### config.mk
export PLATFORM = sky130hd
export DESIGN_NAME = entropy_frame_ctrl
export DESIGN_NICKNAME = d
export VERILOG_FILES = /design/src/rtl/entropy_ctrl_pkg.sv /design/src/rtl/bitstream_byte_count.sv /design/src/rtl/entropy_frame_ctrl.sv
export SDC_FILE = /design/constraint.sdc
export NUM_CORES = 1
export LEC_CHECK = 0
export ABC_AREA = 1
export BUFFER_PORTS_ARGS = -buffer_cell sky130_fd_sc_hd__buf_2
export CAP_MARGIN = 15
export CORE_MARGIN = 2
export CORE_UTILIZATION = 60
export CTS_CLUSTER_DIAMETER = 50
export DETAILED_ROUTE_END_ITERATION = 8
export PLACE_DENSITY = 0.94
export SLEW_MARGIN = 40
export SYNTH_ARGS = -nofsm -noshare
export SYNTH_HDL_FRONTEND = slang
export SYNTH_SLANG_ARGS = --single-unit
export TNS_END_PERCENT = 30
### constraint.sdc
create_clock -name top_clk -period 5.8 [get_ports top_clk]
set_input_delay 0.29 -clock top_clk [delete_from_list [all_inputs] [get_ports top_clk]]
set_output_delay 0.29 -clock top_clk [all_outputs]
set_load 0.05 [all_outputs]
### src/rtl/entropy_ctrl_pkg.sv
`default_nettype none
// ============================================================================
// Module      : entropy_ctrl_pkg
// Description : Shared state encoding and bitstream flag constants for the
//               entropy frame controller.
// Revision    : 1.0 - initial release
// ============================================================================
package entropy_ctrl_pkg;

  typedef enum logic [2:0] {
    ST_INIT  = 3'd0,
    ST_IDLE  = 3'd1,
    ST_RUN   = 3'd2,
    ST_FLUSH = 3'd3,
    ST_RST   = 3'd4
  } state_t;

  localparam logic [2:0] FLAG_NONE     = 3'd0;
  localparam logic [2:0] FLAG_RUN_BASE = 3'd4;
  localparam logic [2:0] FLAG_RUN_MAX  = 3'd7;

endpackage
`default_nettype wire

### src/rtl/bitstream_byte_count.sv
`default_nettype none
// ============================================================================
// Module      : bitstream_byte_count
// Description : Decodes the encoder's 3-bit bitstream flag and run count into
//               the number of bytes emitted this cycle.
// Revision    : 1.0 - initial release
// ============================================================================
module bitstream_byte_count
  import entropy_ctrl_pkg::*;
#(
  parameter int unsigned BITSTREAM_WIDTH = 8
) (
  input  logic [2:0]                 i_flag,
  input  logic [BITSTREAM_WIDTH-1:0] i_run,
  output logic [BITSTREAM_WIDTH:0]   o_bytes,
  output logic                       o_invalid
);

  localparam int unsigned c_cw = BITSTREAM_WIDTH + 1;

  always_comb begin
    o_bytes   = '0;
    o_invalid = 1'b0;
    if (i_flag == FLAG_NONE) begin
      o_bytes = '0;
    end else if (i_flag < FLAG_RUN_BASE) begin
      o_bytes = c_cw'(i_flag);
    end else if (i_flag == FLAG_RUN_BASE) begin
      o_invalid = 1'b1;
    end else begin
      // Run flags carry 1..3 literal bytes followed by the run.
      o_bytes = {1'b0, i_run} + c_cw'(i_flag - FLAG_RUN_BASE);
    end
  end

endmodule
`default_nettype wire

### src/rtl/entropy_frame_ctrl.sv
`default_nettype none
// ============================================================================
// Module      : entropy_frame_ctrl
// Description : Frame sequencer driving entropy_encoder symbol inputs, flush
//               and reset, with per-frame symbol/byte counts.
//               Optional flush watchdog: ENTROPY_FRAME_CTRL_WATCHDOG_EN.
// Revision    : 1.0 - initial release
// ============================================================================
module entropy_frame_ctrl
  import entropy_ctrl_pkg::*;
#(
  parameter int unsigned RANGE_WIDTH     = 16,
  parameter int unsigned SYMBOL_WIDTH    = 4,
  parameter int unsigned BITSTREAM_WIDTH = 8,
  parameter int unsigned CNT_WIDTH       = 32,
  parameter int unsigned FLUSH_TIMEOUT   = 1024
) (
  input  logic                       top_clk,
  input  logic                       top_reset,
  input  logic                       s_valid,
  output logic                       s_ready,
  input  logic                       s_last,
  input  logic [RANGE_WIDTH-1:0]     s_fl,
  input  logic [RANGE_WIDTH-1:0]     s_fh,
  input  logic [SYMBOL_WIDTH-1:0]    s_symbol,
  input  logic [SYMBOL_WIDTH:0]      s_nsyms,
  input  logic                       s_bool,
  output logic                       enc_reset,
  output logic                       enc_flag_first,
  output logic                       enc_final_flag,
  output logic [RANGE_WIDTH-1:0]     enc_fl,
  output logic [RANGE_WIDTH-1:0]     enc_fh,
  output logic [SYMBOL_WIDTH-1:0]    enc_symbol,
  output logic [SYMBOL_WIDTH:0]      enc_nsyms,
  output logic                       enc_bool,
  input  logic [2:0]                 enc_flag_bitstream,
  input  logic [BITSTREAM_WIDTH-1:0] enc_run_count,
  input  logic                       enc_flag_last,
  output logic                       frame_done,
  output logic [CNT_WIDTH-1:0]       frame_syms,
  output logic [CNT_WIDTH-1:0]       frame_bytes,
  output logic                       err_gap,
  output logic                       err_flag,
  output logic                       err_timeout
);

  localparam int unsigned c_sw = CNT_WIDTH + 1;

  state_t                      r_state;
  logic [RANGE_WIDTH-1:0]      r_enc_fl;
  logic [RANGE_WIDTH-1:0]      r_enc_fh;
  logic [SYMBOL_WIDTH-1:0]     r_enc_symbol;
  logic [SYMBOL_WIDTH:0]       r_enc_nsyms;
  logic                        r_enc_bool;
  logic                        r_flag_first;
  logic                        r_final;
  logic                        r_frame_done;
  logic [CNT_WIDTH-1:0]        r_frame_syms;
  logic [CNT_WIDTH-1:0]        r_frame_bytes;
  logic [CNT_WIDTH-1:0]        r_syms;
  logic [CNT_WIDTH-1:0]        r_bytes;
  logic                        r_err_gap;
  logic                        r_err_flag;

  logic                        w_ready;
  logic                        w_accept;
  logic                        w_decode_en;
  logic [BITSTREAM_WIDTH:0]    w_cycle_bytes;
  logic                        w_flag_inv;
  logic [CNT_WIDTH:0]          w_bytes_ext;
  logic [CNT_WIDTH-1:0]        w_bytes_sat;
  logic [CNT_WIDTH-1:0]        w_syms_inc;
  logic                        w_wd_fire;

  bitstream_byte_count #(
    .BITSTREAM_WIDTH (BITSTREAM_WIDTH)
  ) u_byte_count (
    .i_flag    (enc_flag_bitstream),
    .i_run     (enc_run_count),
    .o_bytes   (w_cycle_bytes),
    .o_invalid (w_flag_inv)
  );

  assign w_ready     = !top_reset && ((r_state == ST_IDLE) || (r_state == ST_RUN));
  assign w_accept    = s_valid && w_ready;
  assign enc_reset   = top_reset || (r_state == ST_INIT) || (r_state == ST_RST);
  assign w_decode_en = !enc_reset;

  // Both running counters stick at all-ones rather than wrapping.
  assign w_bytes_ext = {1'b0, r_bytes} + c_sw'(w_cycle_bytes);
  assign w_bytes_sat = w_bytes_ext[CNT_WIDTH] ? '1 : w_bytes_ext[CNT_WIDTH-1:0];
  assign w_syms_inc  = (&r_syms) ? r_syms : r_syms + CNT_WIDTH'(1);

`ifdef ENTROPY_FRAME_CTRL_WATCHDOG_EN
  localparam int unsigned c_wd_w = $clog2(FLUSH_TIMEOUT + 1);

  logic [c_wd_w-1:0] r_wd;
  logic              r_err_timeout;

  assign w_wd_fire = (r_state == ST_FLUSH) && !enc_flag_last &&
                     (r_wd == c_wd_w'(FLUSH_TIMEOUT - 1));

  always_ff @(posedge top_clk) begin
    if (top_reset) begin
      r_wd          <= '0;
      r_err_timeout <= 1'b0;
    end else begin
      r_wd <= (r_state == ST_FLUSH) ? r_wd + c_wd_w'(1) : '0;
      if (w_wd_fire) begin
        r_err_timeout <= 1'b1;
      end
    end
  end

  assign err_timeout = r_err_timeout;
`else
  assign w_wd_fire   = 1'b0;
  assign err_timeout = 1'b0;
`endif

  always_ff @(posedge top_clk) begin
    if (top_reset) begin
      r_state       <= ST_INIT;
      r_enc_fl      <= '0;
      r_enc_fh      <= '0;
      r_enc_symbol  <= '0;
      r_enc_nsyms   <= '0;
      r_enc_bool    <= 1'b0;
      r_flag_first  <= 1'b0;
      r_final       <= 1'b0;
      r_frame_done  <= 1'b0;
      r_frame_syms  <= '0;
      r_frame_bytes <= '0;
      r_syms        <= '0;
      r_bytes       <= '0;
      r_err_gap     <= 1'b0;
      r_err_flag    <= 1'b0;
    end else begin
      r_frame_done <= 1'b0;
      r_flag_first <= 1'b0;

      // Without an accept the encoder keeps seeing the previous symbol.
      if (w_accept) begin
        r_enc_fl     <= s_fl;
        r_enc_fh     <= s_fh;
        r_enc_symbol <= s_symbol;
        r_enc_nsyms  <= s_nsyms;
        r_enc_bool   <= s_bool;
        r_flag_first <= (r_state == ST_IDLE);
        r_syms       <= w_syms_inc;
      end

      if (w_decode_en) begin
        r_bytes <= w_bytes_sat;
        if (w_flag_inv) begin
          r_err_flag <= 1'b1;
        end
      end

      case (r_state)
        ST_INIT: r_state <= ST_IDLE;
        ST_IDLE: begin
          if (w_accept) begin
            r_state <= s_last ? ST_FLUSH : ST_RUN;
          end
        end
        ST_RUN: begin
          if (!s_valid) begin
            r_err_gap <= 1'b1;
          end else if (s_last) begin
            r_state <= ST_FLUSH;
          end
        end
        ST_FLUSH: begin
          // Frame results are latched entering RST so they line up with frame_done.
          if (enc_flag_last || w_wd_fire) begin
            r_state       <= ST_RST;
            r_final       <= 1'b0;
            r_frame_done  <= 1'b1;
            r_frame_syms  <= r_syms;
            r_frame_bytes <= w_bytes_sat;
          end else begin
            r_final <= 1'b1;
          end
        end
        ST_RST: begin
          r_state <= ST_IDLE;
          r_final <= 1'b0;
          r_syms  <= '0;
          r_bytes <= '0;
        end
        default: r_state <= ST_INIT;
      endcase
    end
  end

  assign s_ready        = w_ready;
  assign enc_flag_first = r_flag_first;
  assign enc_final_flag = r_final;
  assign enc_fl         = r_enc_fl;
  assign enc_fh         = r_enc_fh;
  assign enc_symbol     = r_enc_symbol;
  assign enc_nsyms      = r_enc_nsyms;
  assign enc_bool       = r_enc_bool;
  assign frame_done     = r_frame_done;
  assign frame_syms     = r_frame_syms;
  assign frame_bytes    = r_frame_bytes;
  assign err_gap        = r_err_gap;
  assign err_flag       = r_err_flag;

endmodule
`default_nettype wire

# [After elaboration in Yosys (flattened, before gate mapping)]
# Index checks and enable logic that the tools add are counted.
[totals] inputBits=58 wordCells=69 out_inout_bits=114 latchBits=0 reg_bits=178 ram_bits=0 mem_count=0 romBits=0
[op_classes] div=0 magnitude_cmp=1 muxes=16 n_addsub=4 bitwise_logic=5 reduce_logical=19 multipliers=0 n_eq_ne=9 shift=0
[op_table] operator="adder 32 x 9 -> 33 bit" n=1
[op_table] operator="adder 32 x 1 -> 32 bit (second input constant)" n=1
[op_table] operator="2-to-1 mux 32 bit" n=1
[op_table] operator="AND reduction 32 bit" n=1
[op_table] operator="2-to-1 mux 9 bit" n=3
[op_table] operator="2-to-1 mux 3 bit" n=4
[op_table] operator="case mux 3 bit (4 select lines)" n=1
[op_table] operator="adder 8 x 9 -> 9 bit" n=1
[op_table] operator="inequality test 2 bit (second input constant)" n=4
[op_table] operator="AND reduction 2 bit" n=4
[op_table] operator="OR reduction 2 bit" n=4
[op_table] operator="equality test 3 x 2 -> 1 bit (second input constant)" n=2
[op_table] operator="equality test 3 bit (second input constant)" n=2
[op_table] operator="zero test 3 bit" n=2
[op_table] operator="2-to-1 mux 1 bit" n=6
[op_table] operator="inverter 1 bit" n=5
[op_table] operator="AND reduction 4 bit" n=1
[op_table] operator="subtractor 3 x 3 -> 4 bit (second input constant)" n=1
[op_table] operator="equality test 3 x 1 -> 1 bit (second input constant)" n=1
[op_table] operator="logical OR 1 bit" n=3
[op_table] operator="less-than comparator 3 bit (second input constant)" n=1
[op_table] operator="logical AND 1 bit" n=2
[op_table] operator="case mux 1 bit (2 select lines)" n=1
[op_table] operator="nonzero test 2 bit" n=1
[op_table] operator="zero test 1 bit" n=1

# [Logic depth before layout (Yosys ltp)]
[depth] depth_word=7 mapped_depth=23 ltp_nobuf=23

# [Hierarchy]
# From an unflattened synthesis, not the netlist that was laid out.
[unflattened] cells_unflattened=1331 hier_area_um2=8988.6
[by_module_without_submodules] module="entropy_frame_ctrl" cells_each=1251 seq_area_each_um2=3563.4 area_each_um2=8540.7 n_inst=1
[by_module_without_submodules] module="bitstream_byte_count" cells_each=80 seq_area_each_um2=0.0 area_each_um2=447.9 n_inst=1

# [Worst setup path after synthesis]
# No wires, ideal clock.
[synth_timing] kind="input to register" start="in enc_flag_bitstream[2]" end="reg r_bytes[4]" setup_time_ns=0.116 arrival_time_ns=2.799 n_path_buf=1 path_slack_ns=2.884 t_required_ns=5.684 path_stages=20 cell_sequence="inv_1 > ha_1 > a21o_1 > o21bai_1 > nand2_1 > nand3_1 > xor2_1 > nor2_1 > ha_1 > nand2_1 > inv_1 > a21oi_1 > nand2_1 > nand2_1 > nand2_2 > nand2_4 > buf_2 > nand3_1 > o211ai_1 > inv_1"
[synth_via] elab_chain_len=7 word_cells_on_any_way=10 classes_between="add/sub: 3; order compare: 1; eq/ne: 1; mux: 4; reduce/logical: 1"
[synth_lines] element="start, declared" line="entropy_frame_ctrl.sv:36" rtl="input logic [2:0] enc_flag_bitstream,"
[synth_lines] element="subtractor 3 x 3 -> 4 bit" line="bitstream_byte_count.sv:32" rtl="o_bytes = {1'b0, i_run} + c_cw'(i_flag - FLAG_RUN_BASE);"
[synth_lines] element="adder 8 x 9 -> 9 bit" line="bitstream_byte_count.sv:32"
[synth_lines] element="2-to-1 mux 9 bit" line="bitstream_byte_count.sv:28" rtl="end else if (i_flag == FLAG_RUN_BASE) begin"
[synth_lines] element="2-to-1 mux 9 bit" line="bitstream_byte_count.sv:26" rtl="end else if (i_flag < FLAG_RUN_BASE) begin"
[synth_lines] element="2-to-1 mux 9 bit (*)" line="bitstream_byte_count.sv:24" rtl="if (i_flag == FLAG_NONE) begin"
[synth_lines] element="adder 32 x 9 -> 33 bit (*)" line="entropy_frame_ctrl.sv:90" rtl="assign w_bytes_ext = {1'b0, r_bytes} + c_sw'(w_cycle_bytes);"
[synth_lines] element="2-to-1 mux 32 bit (*)" line="entropy_frame_ctrl.sv:91" rtl="assign w_bytes_sat = w_bytes_ext[CNT_WIDTH] ? '1 : w_bytes_ext[CNT_WIDTH-1:0];"
[synth_lines] element="end signal, assigned" line="entropy_frame_ctrl.sv:154" rtl="r_bytes <= w_bytes_sat;"
[synth_lines] element="end, declared" line="entropy_frame_ctrl.sv:61" rtl="logic [CNT_WIDTH-1:0] r_bytes;"
# Mark *: on every way between the ends. The rest lies on a longest branch, timed or not.
# A chain may end at the register's enable or synchronous reset.

# [Worst setup path after layout]
[layout_timing] start="in enc_flag_bitstream[2]" end="reg r_bytes[13]"
# The elaborated chain is that of the path after synthesis.

==> impl_metrics.json <==
{
  "hp-class": "in -> reg",
  "synth_area_leaders": "dfxtp_1, nand2_1, nand3_1",
  "power_leakage_uw": 0.005237,
  "max-cap-violations": 0,
  "place_ws_ns": 2.157,
  "areaGrowthSynthToFinish_pct": 16.05,
  "slowest_stage": "nand2_4",
  "yosysMostFrequentCell": "nand2_1",
  "cts_setup_buffers": 0,
  "status": "complete, no violations",
  "core_area_mm2": 0.01459,
  "pin_count": 172,
  "crit_chain": "buf_2 -> inv_1 -> ha_1 -> a21o_1 -> o21bai_1 -> nand2_1 -> nand3_1 -> xor2_1 -> nor2_1 -> ha_1 -> nand2_1 -> inv_1 -> a21oi_1 -> nand2_1 -> nand2_1 -> nand2_2 -> nand2_4 -> nand3_1 -> o21ai_0 -> inv_1",
  "cts_resized": 0,
  "timing.final.ws_setup_ns": 2.562,
  "finalClockSkew_ns": 0.009387,
  "n_antenna_cell": 0,
  "yosysSeqAreaShare": 0.3953,
  "drt_pass1_iterations": 7,
  "cts_tree": "built",
  "crit_type": "in -> reg",
  "hold_depth": 3,
  "wl_per_cell_um": 14.67,
  "yosysTopAreaCellShare": 0.3953,
  "clk_pin_slew_ns": 0.07,
  "root_buffer": "clkbuf_16",
  "fmax_mhz": 308.8,
  "setup_violations": 0,
  "cts_buffer_depth": 2,
  "die_h_um": 126.6,
  "r2r_cells": 13,
  "via_count": 9248,
  "grt_pass1_vias": 8672,
  "fin_tns_setup_ns": 0,
  "dp.cells": 1637,
  "worst_pin_slew_ns": 0.7213,
  "required_ns": 6.13,
  "final_cell_count_no_fill": 1669,
  "min_period_ns": 3.238,
  "cts_made_buffers": 17,
  "whs_endpoint": "enc_fh[10]",
  "detail-route-antenna-nets": 0,
  "power_density_mw_per_mm2": 396.2,
  "gp_congestion": 0.9389,
  "pwr-share-clk": 0.277,
  "rr_startpoint": "r_state[1]",
  "cp-end-kind": "flop",
  "seq_power_share": 0.381,
  "portBuffers": 170,
  "rrSetupSlack_ns": 2.88,
  "yosysUniqueCellTypes": 43,
  "drtIter0Drc": 889,
  "antenna_found_initial": 0,
  "h-tree-depth": 4,
  "min-delay-start": "s_fh[10]",
  "cts_sinks": 178,
  "avgSynthCellArea_um2": 6.762,
  "critPathArrivalTime_ns": 3.57,
  "rows": 44,
  "start_util": 0.6178,
  "fin_nets": 1550,
  "yosysTopAreaCell": "dfxtp_1",
  "pwr-share-comb": 0.341,
  "die_x_um": 126.6,
  "rsz0062_at_grt": "no",
  "synth_warnings": 0,
  "postCtsHoldBufs": 0,
  "async_flop_share": 0,
  "slowest_delay_ns": 0.37,
  "synth_edf_count": 0,
  "via_per_inst": 5.541,
  "grt_usage": 0.3048,
  "internal_power_uw": 2406,
  "die_area_mm2": 0.01602,
  "drive_gt1_frac": 0.1596,
  "crit_top_cell": "nand2_1",
  "ir_worst_vdd_v": 0.0002762,
  "drc": 0,
  "finalCritPeriodShare": 0.5583,
  "switching_power_uw": 1738,
  "swShare": 0.4194,
  "insertion_delay_ns": 0.44,
  "grt_first_pass_wirelength_um": 40650,
  "critPathLaunchType": "primary input",
  "grt_max_degree": 88,
  "synth_fp_nets": 1411,
  "synth_common_cells": "nand2_1, dfxtp_1, nor2_1",
  "relSlewSlack": 0.5191,
  "netlist_area_mm2": 0.009014,
  "routed_wl_um": 24490,
  "crit_fanout": 45,
  "hold_viol_final": 0,
  "ys.flop_type": "dfxtp_1",
  "place_hpwl_um": 17270,
  "synthesis.instances": 1333,
  "ys_ff_latch": 178,
  "r2r-end": "r_syms[17]",
  "grt.overflow.total": 0,
  "maxSlewViolCount": 0
}
## critical path: cells and delay by family
family / cells / cell delay [ns]
fa+ha+maj: 2 / 0.69
xor+xnor: 1 / 0.14
compound gates: 4 / 0.76
simple gates: 9 / 1.18
buf+inv: 4 / 0.48
## cells by family after synthesis
| group | after synthesis | synth area share |
|---|---|---|
| AND/OR/NAND/NOR | 708 | 0.3398 |
| buffers and inverters | 213 | 0.09564 |
| other | 1 | 0.0004160 |
| flip-flops | 178 | 0.3953 |
| adder cells (fa/ha/maj) | 20 | 0.02943 |
| XOR/XNOR | 25 | 0.02429 |
| AO/OA/AOI/OAI | 188 | 0.1151 |
## placed cells by master (no fill, tap or decap), types with 3 or more instances in the layout
cell	netlist	routed
nand2_1	343	343
dfxtp_1	178	178
buf_2	14	170
nor2_1	153	153
inv_1	148	147
nand3_1	136	136
o21ai_0	80	80
a21oi_1	69	69
nor3_1	23	23
xor2_1	23	23
ha_1	18	18
clkbuf_16	0	17
o211ai_1	16	16
nand4_1	15	15
nand3b_1	13	13
o21bai_1	9	9
inv_2	8	9
o21a_1	8	8
nor3_2	5	5
nand3_2	4	4
clkinvlp_4	0	4
inv_8	0	4
buf_4	5	4
nor3b_1	3	3
nand2_4	3	3
inv_6	0	3
## worst max-delay path by stage
stage | startpoint | end | slack, ns
global placement | enc_flag_bitstream[2] | r_bytes[14] | 2.32
finish | enc_flag_bitstream[2] | r_bytes[13] | 2.56
global route | enc_flag_bitstream[2] | r_bytes[11] | 2.19
floorplan | enc_flag_bitstream[2] | r_bytes[4] | 2.88
detailed placement | enc_flag_bitstream[2] | r_bytes[13] | 2.16
CTS | enc_flag_bitstream[2] | r_bytes[13] | 2.61
## sequential cells by signal, summed over array words and instances (netlist names)
signal / count
enc_fh: 16
enc_symbol: 4
enc_flag_first: 1
enc_final_flag: 1
enc_nsyms: 5
r_state: 3
err_gap: 1
r_bytes: 32
enc_bool: 1
r_syms: 32
err_flag: 1
frame_done: 1
frame_syms: 32
frame_bytes: 32
enc_fl: 16
## stage by stage
stage	hold slack, ns	area, um2	power (uW)	util
2_1_floorplan	0.4005	9014	2666	-
3_3_place_gp	0.4441	9872	2946	0.6767
3_5_place_dp	0.4493	9872	2991	0.6767
4_1_cts	0.02923	10460	4143	0.7167
5_1_grt	0.03191	10460	4354	0.7170
6_report	0.03603	10460	4144	0.7170
## power groups by stage
stage               combinational (uW)  sequential [uW]  clock (uW)
floorplan                          691             1980           0
global placement                  1360             1590           0
detailed placement                1390             1600           0
CTS                               1410             1570        1160
global route                      1540             1600        1210
finish                            1410             1580        1150
## per-layer routing
layer / global-route usage / vias up / wire length [um]
li1: - / 4553 / -
met1: 0.3922 / 4240 / 10230
met2: 0.4998 / 383 / 11830
met3: 0.06959 / 72 / 1733
met4: 0.1170 / 0 / 690
met5: 0 / - / 0
## area by class of cell
| class | instances | area (um2) |
|---|---|---|
| clock inverter | 14 | 145.1 |
| inverter | 158 | 596.8 |
| tap | 184 | 230.2 |
| clock buffer | 18 | 439.2 |
| multi-input combinational | 942 | 4593 |
| sequential | 178 | 3563 |
| timing repair buffer | 175 | 892.1 |
| fill | 1149 | 4129 |
No activity file was read; power rests on OpenSTA's default activity.
